`src/rtl/zero_cross_freq_meter_pkg.sv`:
```
// ----------------------------------------------------------------------------
// zero_cross_freq_meter_pkg
// Shared types and constants for the zero-crossing frequency meter:
//   - zcfm_state_e      : measurement FSM states (HUNT, MEASURE)
//   - ZCFM_* constants  : default parameter values of the meter
//   - zcfm_dividend_w() : width of the unscaled divider dividend
//   - zcfm_max()        : integer max used for width arithmetic
// ----------------------------------------------------------------------------
package zero_cross_freq_meter_pkg;

    typedef enum logic [0:0] {
        HUNT    = 1'b0,
        MEASURE = 1'b1
    } zcfm_state_e;

    localparam int          ZCFM_BITSIZE     = 24;
    localparam int          ZCFM_PHASESIZE   = 16;
    localparam int          ZCFM_LOG2PERIODS = 2;
    localparam int          ZCFM_COUNTSIZE   = 20;
    localparam logic [23:0] ZCFM_HYST        = 24'h010000;

    // Dividend 2^LOG2PERIODS << PHASESIZE needs PHASESIZE+LOG2PERIODS+1 bits.
    localparam int ZCFM_DIVIDEND_W = ZCFM_PHASESIZE + ZCFM_LOG2PERIODS + 1;

    function automatic int zcfm_dividend_w(input int phasesize, input int log2periods);
        return phasesize + log2periods + 1;
    endfunction

    function automatic int zcfm_max(input int a, input int b);
        if (a > b) begin
            return a;
        end else begin
            return b;
        end
    endfunction

endpackage

```
`src/rtl/zero_cross_freq_meter_seq_divider.sv`:
```
// ----------------------------------------------------------------------------
// seq_divider
// Unsigned restoring divider, one quotient bit per clock, QW+1 clocks per
// division (the first bit is resolved on the load edge). Quotients that do
// not fit in QW bits saturate to all-ones.
// Ports:
//   clk       : clock
//   reset     : synchronous active-high reset, returns to idle
//   abort     : synchronous discard of any division in flight (no done)
//   start     : load dividend/divisor and begin (ignored while busy)
//   dividend  : NW-bit unsigned numerator
//   divisor   : DW-bit unsigned denominator
//   busy      : division in progress
//   done      : one-cycle pulse, quotient valid from this cycle on
//   quotient  : QW-bit result (held until the next completion)
// ----------------------------------------------------------------------------
module seq_divider #(
    parameter int NW = 19,
    parameter int DW = 20,
    parameter int QW = 16
) (
    input  logic          clk,
    input  logic          reset,
    input  logic          abort,
    input  logic          start,
    input  logic [NW-1:0] dividend,
    input  logic [DW-1:0] divisor,
    output logic          busy,
    output logic          done,
    output logic [QW-1:0] quotient
);

    // Working width holds both the dividend and the divisor shifted by QW.
    localparam int XW = (NW > DW + QW) ? NW : DW + QW;
    localparam int CW = $clog2(QW + 1);
    localparam logic [QW-1:0] Q_ALL_ONES = {QW{1'b1}};

    logic [XW-1:0] rem_r;
    logic [XW-1:0] dsh_r;
    logic [QW-1:0] q_r;
    logic [CW-1:0] cnt_r;
    logic          busy_r;
    logic          done_r;
    logic          sat_r;
    logic [QW-1:0] res_r;

    logic [XW-1:0] dvd_ext_s;
    logic [XW-1:0] dsh0_s;
    logic [XW-1:0] rem_in_s;
    logic [XW-1:0] dsh_in_s;
    logic [XW:0]   step_s;

    // One restoring step: {new remainder, quotient bit}.
    function automatic logic [XW:0] div_step(input logic [XW-1:0] rem,
                                             input logic [XW-1:0] dsh);
        logic [XW:0] res;
        if (rem >= dsh) begin
            res = {rem - dsh, 1'b1};
        end else begin
            res = {rem, 1'b0};
        end
        return res;
    endfunction

    // Step operands: fresh operands on the load edge, working registers after.
    always_comb begin
        dvd_ext_s = XW'(dividend);
        dsh0_s    = XW'(divisor) << QW;
        if (busy_r) begin
            rem_in_s = rem_r;
            dsh_in_s = dsh_r;
        end else begin
            rem_in_s = dvd_ext_s;
            dsh_in_s = dsh0_s;
        end
        step_s = div_step(rem_in_s, dsh_in_s);
    end

    // Division sequencer; bit QW on load, bits QW-1..0 on the following edges.
    always_ff @(posedge clk) begin
        if (reset) begin
            rem_r  <= {XW{1'b0}};
            dsh_r  <= {XW{1'b0}};
            q_r    <= {QW{1'b0}};
            cnt_r  <= {CW{1'b0}};
            busy_r <= 1'b0;
            done_r <= 1'b0;
            sat_r  <= 1'b0;
            res_r  <= {QW{1'b0}};
        end else if (abort) begin
            busy_r <= 1'b0;
            done_r <= 1'b0;
        end else if (busy_r) begin
            rem_r <= step_s[XW:1];
            dsh_r <= dsh_r >> 1;
            q_r   <= {q_r[QW-2:0], step_s[0]};
            cnt_r <= cnt_r - CW'(1);
            if (cnt_r == CW'(1)) begin
                busy_r <= 1'b0;
                done_r <= 1'b1;
                res_r  <= sat_r ? Q_ALL_ONES : {q_r[QW-2:0], step_s[0]};
            end else begin
                done_r <= 1'b0;
            end
        end else if (start) begin
            // Quotient >= 2^QW exactly when dividend >= divisor << QW.
            sat_r  <= (dvd_ext_s >= dsh0_s);
            rem_r  <= step_s[XW:1];
            dsh_r  <= dsh0_s >> 1;
            q_r    <= {{(QW-1){1'b0}}, step_s[0]};
            cnt_r  <= CW'(QW);
            busy_r <= 1'b1;
            done_r <= 1'b0;
        end else begin
            done_r <= 1'b0;
        end
    end

    assign busy     = busy_r;
    assign done     = done_r;
    assign quotient = res_r;

endmodule

```
`src/rtl/zero_cross_freq_meter.sv`:
```
// ----------------------------------------------------------------------------
// zero_cross_freq_meter
// Times rising zero crossings of a signed sample stream (one sample per lrclk)
// over 2^LOG2PERIODS periods and converts the tick count into a phase
// increment word: freq = (2^LOG2PERIODS << PHASESIZE) / ticks.
// Build option: define ZCFM_ROUND_EN to round the quotient to nearest
// (ticks/2 added to the dividend); otherwise the quotient truncates.
// Ports:
//   lrclk  : sample clock, one sample per rising edge
//   reset  : synchronous active-high reset
//   in     : signed two's-complement sample
//   freq   : last measured phase increment (0 after reset/timeout)
//   valid  : one-cycle pulse when freq updates
//   locked : a measurement is current and no timeout has occurred
// ----------------------------------------------------------------------------
module zero_cross_freq_meter
    import zero_cross_freq_meter_pkg::*;
#(
    parameter int                 BITSIZE     = ZCFM_BITSIZE,
    parameter int                 PHASESIZE   = ZCFM_PHASESIZE,
    parameter int                 LOG2PERIODS = ZCFM_LOG2PERIODS,
    parameter int                 COUNTSIZE   = ZCFM_COUNTSIZE,
    parameter logic [BITSIZE-1:0] HYST        = BITSIZE'(ZCFM_HYST)
) (
    input  logic                      lrclk,
    input  logic                      reset,
    input  logic signed [BITSIZE-1:0] in,
    output logic [PHASESIZE-1:0]      freq,
    output logic                      valid,
    output logic                      locked
);

    localparam int NPER  = 2 ** LOG2PERIODS;
    localparam int XCW   = LOG2PERIODS + 1;
    localparam int DVD_W = zcfm_dividend_w(PHASESIZE, LOG2PERIODS);
    // Extra headroom so the rounding term ticks/2 can never overflow.
    localparam int NUM_W = zcfm_max(DVD_W, COUNTSIZE) + 1;

    localparam logic signed [BITSIZE-1:0] HYST_P = $signed(HYST);
    localparam logic signed [BITSIZE-1:0] HYST_N = -HYST_P;

    localparam logic [COUNTSIZE-1:0] TICK_ZERO = {COUNTSIZE{1'b0}};
    localparam logic [COUNTSIZE-1:0] TICK_ONE  = COUNTSIZE'(1);
    localparam logic [COUNTSIZE-1:0] TICK_MAX  = {COUNTSIZE{1'b1}};
    localparam logic [XCW-1:0]       XCNT_ZERO = {XCW{1'b0}};
    localparam logic [XCW-1:0]       XCNT_LAST = XCW'(NPER - 1);
    localparam logic [NUM_W-1:0]     DVD_BASE  = NUM_W'(NPER) << PHASESIZE;

    zcfm_state_e state_r;
    zcfm_state_e state_nx;

    logic                 neg_r;
    logic [COUNTSIZE-1:0] tick_r;
    logic [COUNTSIZE-1:0] tick_nx;
    logic [XCW-1:0]       xcnt_r;
    logic [XCW-1:0]       xcnt_nx;
    logic [COUNTSIZE-1:0] ticks_r;
    logic [COUNTSIZE-1:0] ticks_nx;
    logic                 start_r;
    logic                 start_nx;
    logic                 timeout_s;

    logic [PHASESIZE-1:0] freq_r;
    logic                 valid_r;
    logic                 locked_r;

    logic                 above_s;
    logic                 below_s;
    logic                 cross_s;
    logic                 div_idle_s;
    logic                 div_busy_s;
    logic                 div_done_s;
    logic [PHASESIZE-1:0] div_q_s;
    logic [NUM_W-1:0]     dvd_s;

    assign above_s = (in > HYST_P);
    assign below_s = (in < HYST_N);
    assign cross_s = neg_r && above_s;

    // A start request still in flight to the divider counts as busy.
    assign div_idle_s = !div_busy_s && !start_r;

`ifdef ZCFM_ROUND_EN
    assign dvd_s = DVD_BASE + NUM_W'(ticks_r >> 1);
`else
    assign dvd_s = DVD_BASE;
`endif

    // Polarity tracker with hysteresis band; holds inside the band.
    always_ff @(posedge lrclk) begin
        if (reset) begin
            neg_r <= 1'b0;
        end else if (below_s) begin
            neg_r <= 1'b1;
        end else if (above_s) begin
            neg_r <= 1'b0;
        end else begin
            neg_r <= neg_r;
        end
    end

    // Measurement FSM next-state: window counting, completion and timeout.
    always_comb begin
        state_nx  = state_r;
        tick_nx   = tick_r;
        xcnt_nx   = xcnt_r;
        ticks_nx  = ticks_r;
        start_nx  = 1'b0;
        timeout_s = 1'b0;
        case (state_r)
            HUNT: begin
                if (cross_s) begin
                    tick_nx  = TICK_ONE;
                    xcnt_nx  = XCNT_ZERO;
                    state_nx = MEASURE;
                end else begin
                    state_nx = HUNT;
                end
            end
            MEASURE: begin
                if (cross_s) begin
                    if (xcnt_r == XCNT_LAST) begin
                        // Window closes; tick_r is the crossing-to-crossing distance.
                        tick_nx = TICK_ONE;
                        xcnt_nx = XCNT_ZERO;
                        if (div_idle_s) begin
                            start_nx = 1'b1;
                            ticks_nx = tick_r;
                        end else begin
                            start_nx = 1'b0;
                        end
                    end else begin
                        xcnt_nx = xcnt_r + XCW'(1);
                        // A crossing beats timeout; hold at all-ones rather than wrap.
                        if (tick_r == TICK_MAX) begin
                            tick_nx = tick_r;
                        end else begin
                            tick_nx = tick_r + TICK_ONE;
                        end
                    end
                end else if (tick_r == TICK_MAX) begin
                    timeout_s = 1'b1;
                    tick_nx   = TICK_ZERO;
                    xcnt_nx   = XCNT_ZERO;
                    state_nx  = HUNT;
                end else begin
                    tick_nx = tick_r + TICK_ONE;
                end
            end
            default: begin
                tick_nx  = TICK_ZERO;
                xcnt_nx  = XCNT_ZERO;
                state_nx = HUNT;
            end
        endcase
    end

    // Measurement FSM state and window registers.
    always_ff @(posedge lrclk) begin
        if (reset) begin
            state_r <= HUNT;
            tick_r  <= TICK_ZERO;
            xcnt_r  <= XCNT_ZERO;
            ticks_r <= TICK_ZERO;
            start_r <= 1'b0;
        end else begin
            state_r <= state_nx;
            tick_r  <= tick_nx;
            xcnt_r  <= xcnt_nx;
            ticks_r <= ticks_nx;
            start_r <= start_nx;
        end
    end

    seq_divider #(
        .NW (NUM_W),
        .DW (COUNTSIZE),
        .QW (PHASESIZE)
    ) u_div (
        .clk      (lrclk),
        .reset    (reset),
        .abort    (timeout_s),
        .start    (start_r),
        .dividend (dvd_s),
        .divisor  (ticks_r),
        .busy     (div_busy_s),
        .done     (div_done_s),
        .quotient (div_q_s)
    );

    // Result registers; timeout clears and overrides a coincident completion.
    always_ff @(posedge lrclk) begin
        if (reset) begin
            freq_r   <= {PHASESIZE{1'b0}};
            valid_r  <= 1'b0;
            locked_r <= 1'b0;
        end else if (timeout_s) begin
            freq_r   <= {PHASESIZE{1'b0}};
            valid_r  <= 1'b0;
            locked_r <= 1'b0;
        end else if (div_done_s) begin
            freq_r   <= div_q_s;
            valid_r  <= 1'b1;
            locked_r <= 1'b1;
        end else begin
            valid_r  <= 1'b0;
        end
    end

    assign freq   = freq_r;
    assign valid  = valid_r;
    assign locked = locked_r;

endmodule

```
`config.mk`:
```
export PLATFORM = sky130hd
export DESIGN_NAME = zero_cross_freq_meter
export DESIGN_NICKNAME = d
export VERILOG_FILES = /design/src/rtl/zero_cross_freq_meter_pkg.sv /design/src/rtl/zero_cross_freq_meter_seq_divider.sv /design/src/rtl/zero_cross_freq_meter.sv
export SDC_FILE = /design/constraint.sdc
export NUM_CORES = 1
export LEC_CHECK = 0
export ABC_AREA = 0
export BUFFER_PORTS_ARGS = -buffer_cell sky130_fd_sc_hd__buf_4
export CORE_UTILIZATION = 42
export DETAILED_ROUTE_END_ITERATION = 8
export HOLD_SLACK_MARGIN = 0.02
export MAX_ROUTING_LAYER = met4
export PLACE_DENSITY_LB_ADDON = 0.2
export SLEW_MARGIN = 20
export SYNTH_ARGS = -nofsm -noshare
export SYNTH_HDL_FRONTEND = slang
export SYNTH_SLANG_ARGS = --single-unit
```
`constraint.sdc`:
```
create_clock -name lrclk -period 5.4 [get_ports lrclk]
set_input_delay 0.54 -clock lrclk [delete_from_list [all_inputs] [get_ports lrclk]]
set_output_delay 0.54 -clock lrclk [all_outputs]
set_load 0.05 [all_outputs]
```
== Word level (Yosys, flattened, before mapping) ==
Index checks and enable logic that the tools add are counted.

* Register bits: 175
* Latch bits: 0
* Memory bits (writable): 0
* Bits in read-only memories: 0
* Input bits: 26
* Output and inout bits: 18
* Logic and storage cells: 89
* Memories kept: 0

* Add/subtract/negate cells: 4
* Multipliers: 0
* Divide/modulo/power cells: 0
* Magnitude comparators: 4
* Equal/unequal tests: 6
* Shift-type cells: 0
* Muxes and demuxes: 38
* Bitwise operators: 5
* Reduce and logical (&&, ||, !) cells: 15

{| class="wikitable"
|+ Operators by type and width
! kind !! number
|-
| 2-to-1 mux 36 bit || 6
|-
| 2-to-1 mux 20 bit || 5
|-
| one-hot mux 20 bit (2 select lines) || 1
|-
| 2-to-1 mux 37 bit || 1
|-
| greater-or-equal comparator 19 x 36 -> 1 bit, first input constant || 1
|-
| greater-or-equal comparator 36 bit || 1
|-
| subtractor 36 bit || 1
|-
| 2-to-1 mux 15 bit || 2
|-
| greater-than comparator 24 x 18 -> 1 bit, second input constant || 1
|-
| less-than comparator 24 x 17 -> 1 bit, second input constant || 1
|-
| adder 20 x 1 -> 20 bit, second input constant || 1
|-
| equality test 20 bit, second input constant || 1
|-
| 2-to-1 mux 16 bit || 1
|-
| 2-to-1 mux 1 bit || 14
|-
| 2-to-1 mux 3 bit || 4
|-
| 2-to-1 mux 5 bit || 2
|-
| one-hot mux 3 bit (2 select lines) || 1
|-
| AND reduction 2 bit || 3
|-
| AND reduction 3 bit || 2
|-
| equality test 5 x 1 -> 1 bit, second input constant || 1
|-
| inverter 1 bit || 5
|-
| subtractor 5 x 1 -> 5 bit, second input constant || 1
|-
| inequality test 4 bit, second input constant || 1
|-
| AND reduction 4 bit || 1
|-
| 11 further kinds || 14
|}

== Longest topological paths before layout ==
* Depth in word-level cells: 6
* Depth in mapped cells: 17
* Gate-level depth less buffers: 11

== By module ==
Synthesis repeated with hierarchy kept, for this count alone.

* Cell total of the unflattened synthesis: 1128
* Area total of the unflattened synthesis: 9714.3 sq um

{| class="wikitable"
|+ By module, submodules not included
! module !! times used !! cells each !! area an instance (sq um)
|-
| seq_divider || 1 || 822 || 6897.9
|-
| zero_cross_freq_meter || 1 || 306 || 2816.5
|}

== Least setup slack after synthesis ==
OpenSTA, ideal clock, no wires.

* Kind: flip-flop to flip-flop
* Start: register u_div.busy_r (netlist: u_div.busy)
* End: register u_div.rem_r[23]
* Setup time: 0.059 ns
* Arrival: 4.293 ns
* Setup slack: 1.048 ns
* Stages on the path, launching flop included: 17
* Clock period less this slack: 4.352 ns
* Cell sequence: dfxtp_1 buf_2 buf_1 clkbuf_1 clkbuf_1 clkbuf_1 nand2_1 ha_1 fa_1 nor2b_1 nor3_1 o41a_1 o211ai_2 a211oi_2 nor3_2 clkbuf_1 a22o_1

* Word-level cells in the longest chain between the ends: 5
* Elaborated cells on any way between the ends: 9

{| class="wikitable"
|+ Ends and longest elaborated chain
! what !! line !! source
|-
| start: declaration || zero_cross_freq_meter_seq_divider.sv:42 || <nowiki>logic busy_r;</nowiki>
|-
| start signal: assignment || zero_cross_freq_meter_seq_divider.sv:86 || <nowiki>busy_r <= 1'b0;</nowiki>
|-
| start signal: assignment || zero_cross_freq_meter_seq_divider.sv:91 || <nowiki>busy_r <= 1'b0;</nowiki>
|-
| start signal: assignment || zero_cross_freq_meter_seq_divider.sv:99 || <nowiki>busy_r <= 1'b0;</nowiki>
|-
| 2-to-1 mux 36 bit || zero_cross_freq_meter_seq_divider.sv:69 || <nowiki>if (busy_r) begin</nowiki>
|-
| subtractor 36 bit / greater-or-equal comparator 36 bit (equally long branches) || zero_cross_freq_meter_seq_divider.sv:58, zero_cross_freq_meter_seq_divider.sv:57 ||
|-
| 2-to-1 mux 37 bit || zero_cross_freq_meter_seq_divider.sv:57 || <nowiki>if (rem >= dsh) begin</nowiki>
|-
| 2-to-1 mux 36 bit || zero_cross_freq_meter_seq_divider.sv:105 || <nowiki>end else if (start) begin</nowiki>
|-
| 2-to-1 mux 36 bit || zero_cross_freq_meter_seq_divider.sv:93 || <nowiki>end else if (busy_r) begin</nowiki>
|-
| end signal: assignment || zero_cross_freq_meter_seq_divider.sv:82 || <nowiki>rem_r <= {XW{1'b0}};</nowiki>
|-
| end signal: assignment || zero_cross_freq_meter_seq_divider.sv:94 || <nowiki>rem_r <= step_s[XW:1];</nowiki>
|-
| end signal: assignment || zero_cross_freq_meter_seq_divider.sv:108 || <nowiki>rem_r <= step_s[XW:1];</nowiki>
|-
| end: declaration || zero_cross_freq_meter_seq_divider.sv:38 || <nowiki>logic [XW-1:0] rem_r;</nowiki>
|}

Parallel ways exist; a longest one is shown, timed or not. The select of a mux whose other input is x is not followed.
A chain may end at the register's enable or synchronous reset.

== Worst setup path after layout ==
* Start: register u_div.busy_r (netlist: u_div.busy)
* End: register u_div.rem_r[27]

The elaborated chain is that of the path after synthesis.

==> impl_metrics.toml <==
[outcome]
status = "complete, no violations"

[timing]
setup_viol = 0
slew_headroom = 0.354
fin_tns_setup_ps = 0
worstMarginPinSlew_ps = 967
max_freq_mhz = 231
slew_violations = 0
hold_slack_ps = 466
skew_ps = 11.4
finalHoldViolCount = 0
rsz0062_at_grt = "false"
period_needed_ps = 4340
period_share = 0.803

[critical_path]
crit_slowest_cell = "dfxtp_4"
cp-end-kind = "register"
r2r_start = "u_div.busy"
cp.required_ps = 5780
r2r_setup_slack_ps = 1060
setup.worst_path.class = "register to register"
cp-start-kind = "register"
worstPathMaxFanout = 79
worst_path_largest_cell_delay_ps = 890
reg2reg_to = "u_div.rem_r[27]"
path_buf_inv = 0
ff2ff_path_depth = 10
critical_path_arrival_ps = 4720
cp_top_family = "compound AO/OA/AOI/OAI gates"
path_cells = "mux2i_1, ha_1, a21oi_1, o211ai_1, a21oi_1, o211ai_2, a211oi_2, o21ai_2, a21oi_4, a22o_1"
cp_common_cell = "a21oi_1"

[floorplan]
fp.dieW_um = 150
dieArea_mm2 = 0.0224
coreArea_mm2 = 0.0212
dieHeight_um = 150
num_rows = 53
ios = 44
start_util = 0.432

[final_layout]
antenna_cells = 0
stdcell_count = 1366
synthToLayoutAreaGrowth_pct = 11.9
finalNetCount = 1142
layout-drive-gt1-share = 0.0981

[logic_synthesis]
synth.distinct_cells = 70
synth-seq-cells = 174
synthCells = 1077
seq_area_frac_synth = 0.380
async_reset_ff_frac = 0
ys_warn_count = 0
synth_edf_count = 0
avgSynthCellArea_um2 = 8.51
synth-main-ff-cell = "dfxtp_1"
synthesis.area_mm2 = 0.00917
syn_nets = 1141

[clock_network]
cts_made_buffers = 17
clk_pin_slew_ps = 80
cts_setup_buffers = 0
tritoncts = "yes"
clock_path_buffers = 2
ctsResizeCount = 0
cts_sinks = 174
clockRootBuffer = "clkbuf_16"
clk_latency_ps = 440
cts_hold_buffers = 0
cts_htree_levels = 4

[place]
port_buffers = 43
dp_hpwl_um = 14600
gp_congestion = 0.855
place_inst = 1334

[global_routing]
grt_pass1_vias = 7129
grt_pass1_wl_um = 36500
grt_usage = 0.208
antenna_found_initial = 0
grt_max_degree = 88
grt-ovfl-total = 0

[pwr]
p_per_area_mw_per_mm2 = 257
vdd_drop_max_uv = 201
leakage_nw = 3.86
p_total_mw = 2.63

[drt]
vias = 7577
dr.pass1.iters = 4
viasPerCell = 5.55
wl_per_cell_um = 15.7
wl_um = 21400
detail-route-antenna-nets = 0
drt_iter0_markers = 461
drc = 0

[worst_hold_path]
worst_hold_path.num_cells = 4
hp-start = "in[23]"
hold_class = "input port to register"
hold-path-endpoint = "state_r"

[flow_run]
maxCapViolations = 0
[per-stage QoR]
stage / area [µm²] / setup slack [ps] / util
6_report: 10300 / 1060 / 0.483
3_3_place_gp: 9620 / 1090 / 0.453
3_5_place_dp: 9620 / 1110 / 0.453
5_1_grt: 10300 / 647 / 0.483
4_1_cts: 10300 / 1100 / 0.483
2_1_floorplan: 9170 / 1050 / -
[kinds of logic (layout without fill, tap and decap cells)]
group	Yosys count	after routing	synth area share
compound gates	276	276	0.212
mux	62	62	0.0681
flops	174	174	0.380
buf+inv	87	101	0.0394
fa+ha+maj	38	38	0.0527
simple gates	397	397	0.207
xor+xnor	43	43	0.0411
[worst max-delay path by stage]
stage	start	slack, ps	endpoint	cells after the start
after detailed placement	u_div.busy	1110	u_div.rem_r[13]	10
final	u_div.busy	1060	u_div.rem_r[27]	10
after CTS	u_div.busy	1100	u_div.rem_r[28]	10
after global routing	u_div.busy	650	u_div.rem_r[29]	9
after global placement	u_div.busy	1090	u_div.rem_r[3]	10
after floorplan	u_div.busy	1050	u_div.rem_r[23]	16
[synthesized netlist by cell type, types with 24 or more instances]
cell | count | area (µm²)
and2_1 | 36 | 225
o21ai_0 | 32 | 160
a22o_1 | 24 | 210
a21oi_1 | 64 | 320
ha_1 | 37 | 463
nor2_1 | 173 | 649
a22oi_1 | 32 | 240
a211oi_1 | 43 | 323
dfxtp_1 | 174 | 3480
clkbuf_1 | 53 | 199
mux2i_1 | 59 | 591
nand2_1 | 63 | 236
[routing by layer]
layer  part of all wire  vias to the layer above  routed length, µm  GRT usage
met5                  0                        -                  0          -
met4              0.013                        0                278     0.0611
met3              0.028                       18                601     0.0360
met2               0.46                      106               9870      0.328
met1               0.50                     3563              10700      0.272
li1                   -                     3890                  -          -
[sequential cells by signal, indices dropped and copies added, names as in the netlist, 3 cells and up]
signal          cells
tick_r             20
u_div.q_r          15
ticks_r            20
u_div.rem_r        36
freq               16
u_div.cnt_r         5
u_div.quotient     16
xcnt_r              3
u_div.dsh_r        35
[power breakdown]
part / switching [mW] / leakage [nW] / internal, mW
Sequential: 0.00258 / 1.40 / 1.28
Clock: 0.615 / 0.307 / 0.676
Combinational: 0.0374 / 2.15 / 0.0201
Total: 0.655 / 3.86 / 1.98
[cell type report]
type	instances	area [µm²]
timing repair buffer	50	375
clock buffer	17	425
inverter	19	71.3
tap	275	344
clock inverter	15	213
sequential	174	3490
multi-input combinational	816	5340
fill	2067	11000
[cells in the final DEF (no fill, tap or decap), drive strengths merged, types with 5 or more instances in the layout]
cell     count
dfxtp      174
nor2       173
a21oi       65
nand2       63
mux2i       59
buf         50
a211oi      45
and2        38
ha          37
o21ai       34
a22oi       32
a22o        24
inv         24
nand3       22
xor2        22
xnor2       21
nand4       19
nor3        19
clkbuf      17
a21o        14
and3        11
nand2b      10
clkinv       9
nor2b        8
o21bai       7
o211ai       7
o21a         6
nor4         6
a31oi        6
or4          6
or2          6
nand3b       5
a2111oi      5
[worst register-to-register path, cell delays in order (launching register included)]
cell and delay [ps]:
dfxtp_4 890, mux2i_1 380, ha_1 340, a21oi_1 310, o211ai_1 140, a21oi_1 180, o211ai_2 200, a211oi_2 620
o21ai_2 150, a21oi_4 790, a22o_1 270
(Power assumes the default switching activity.)
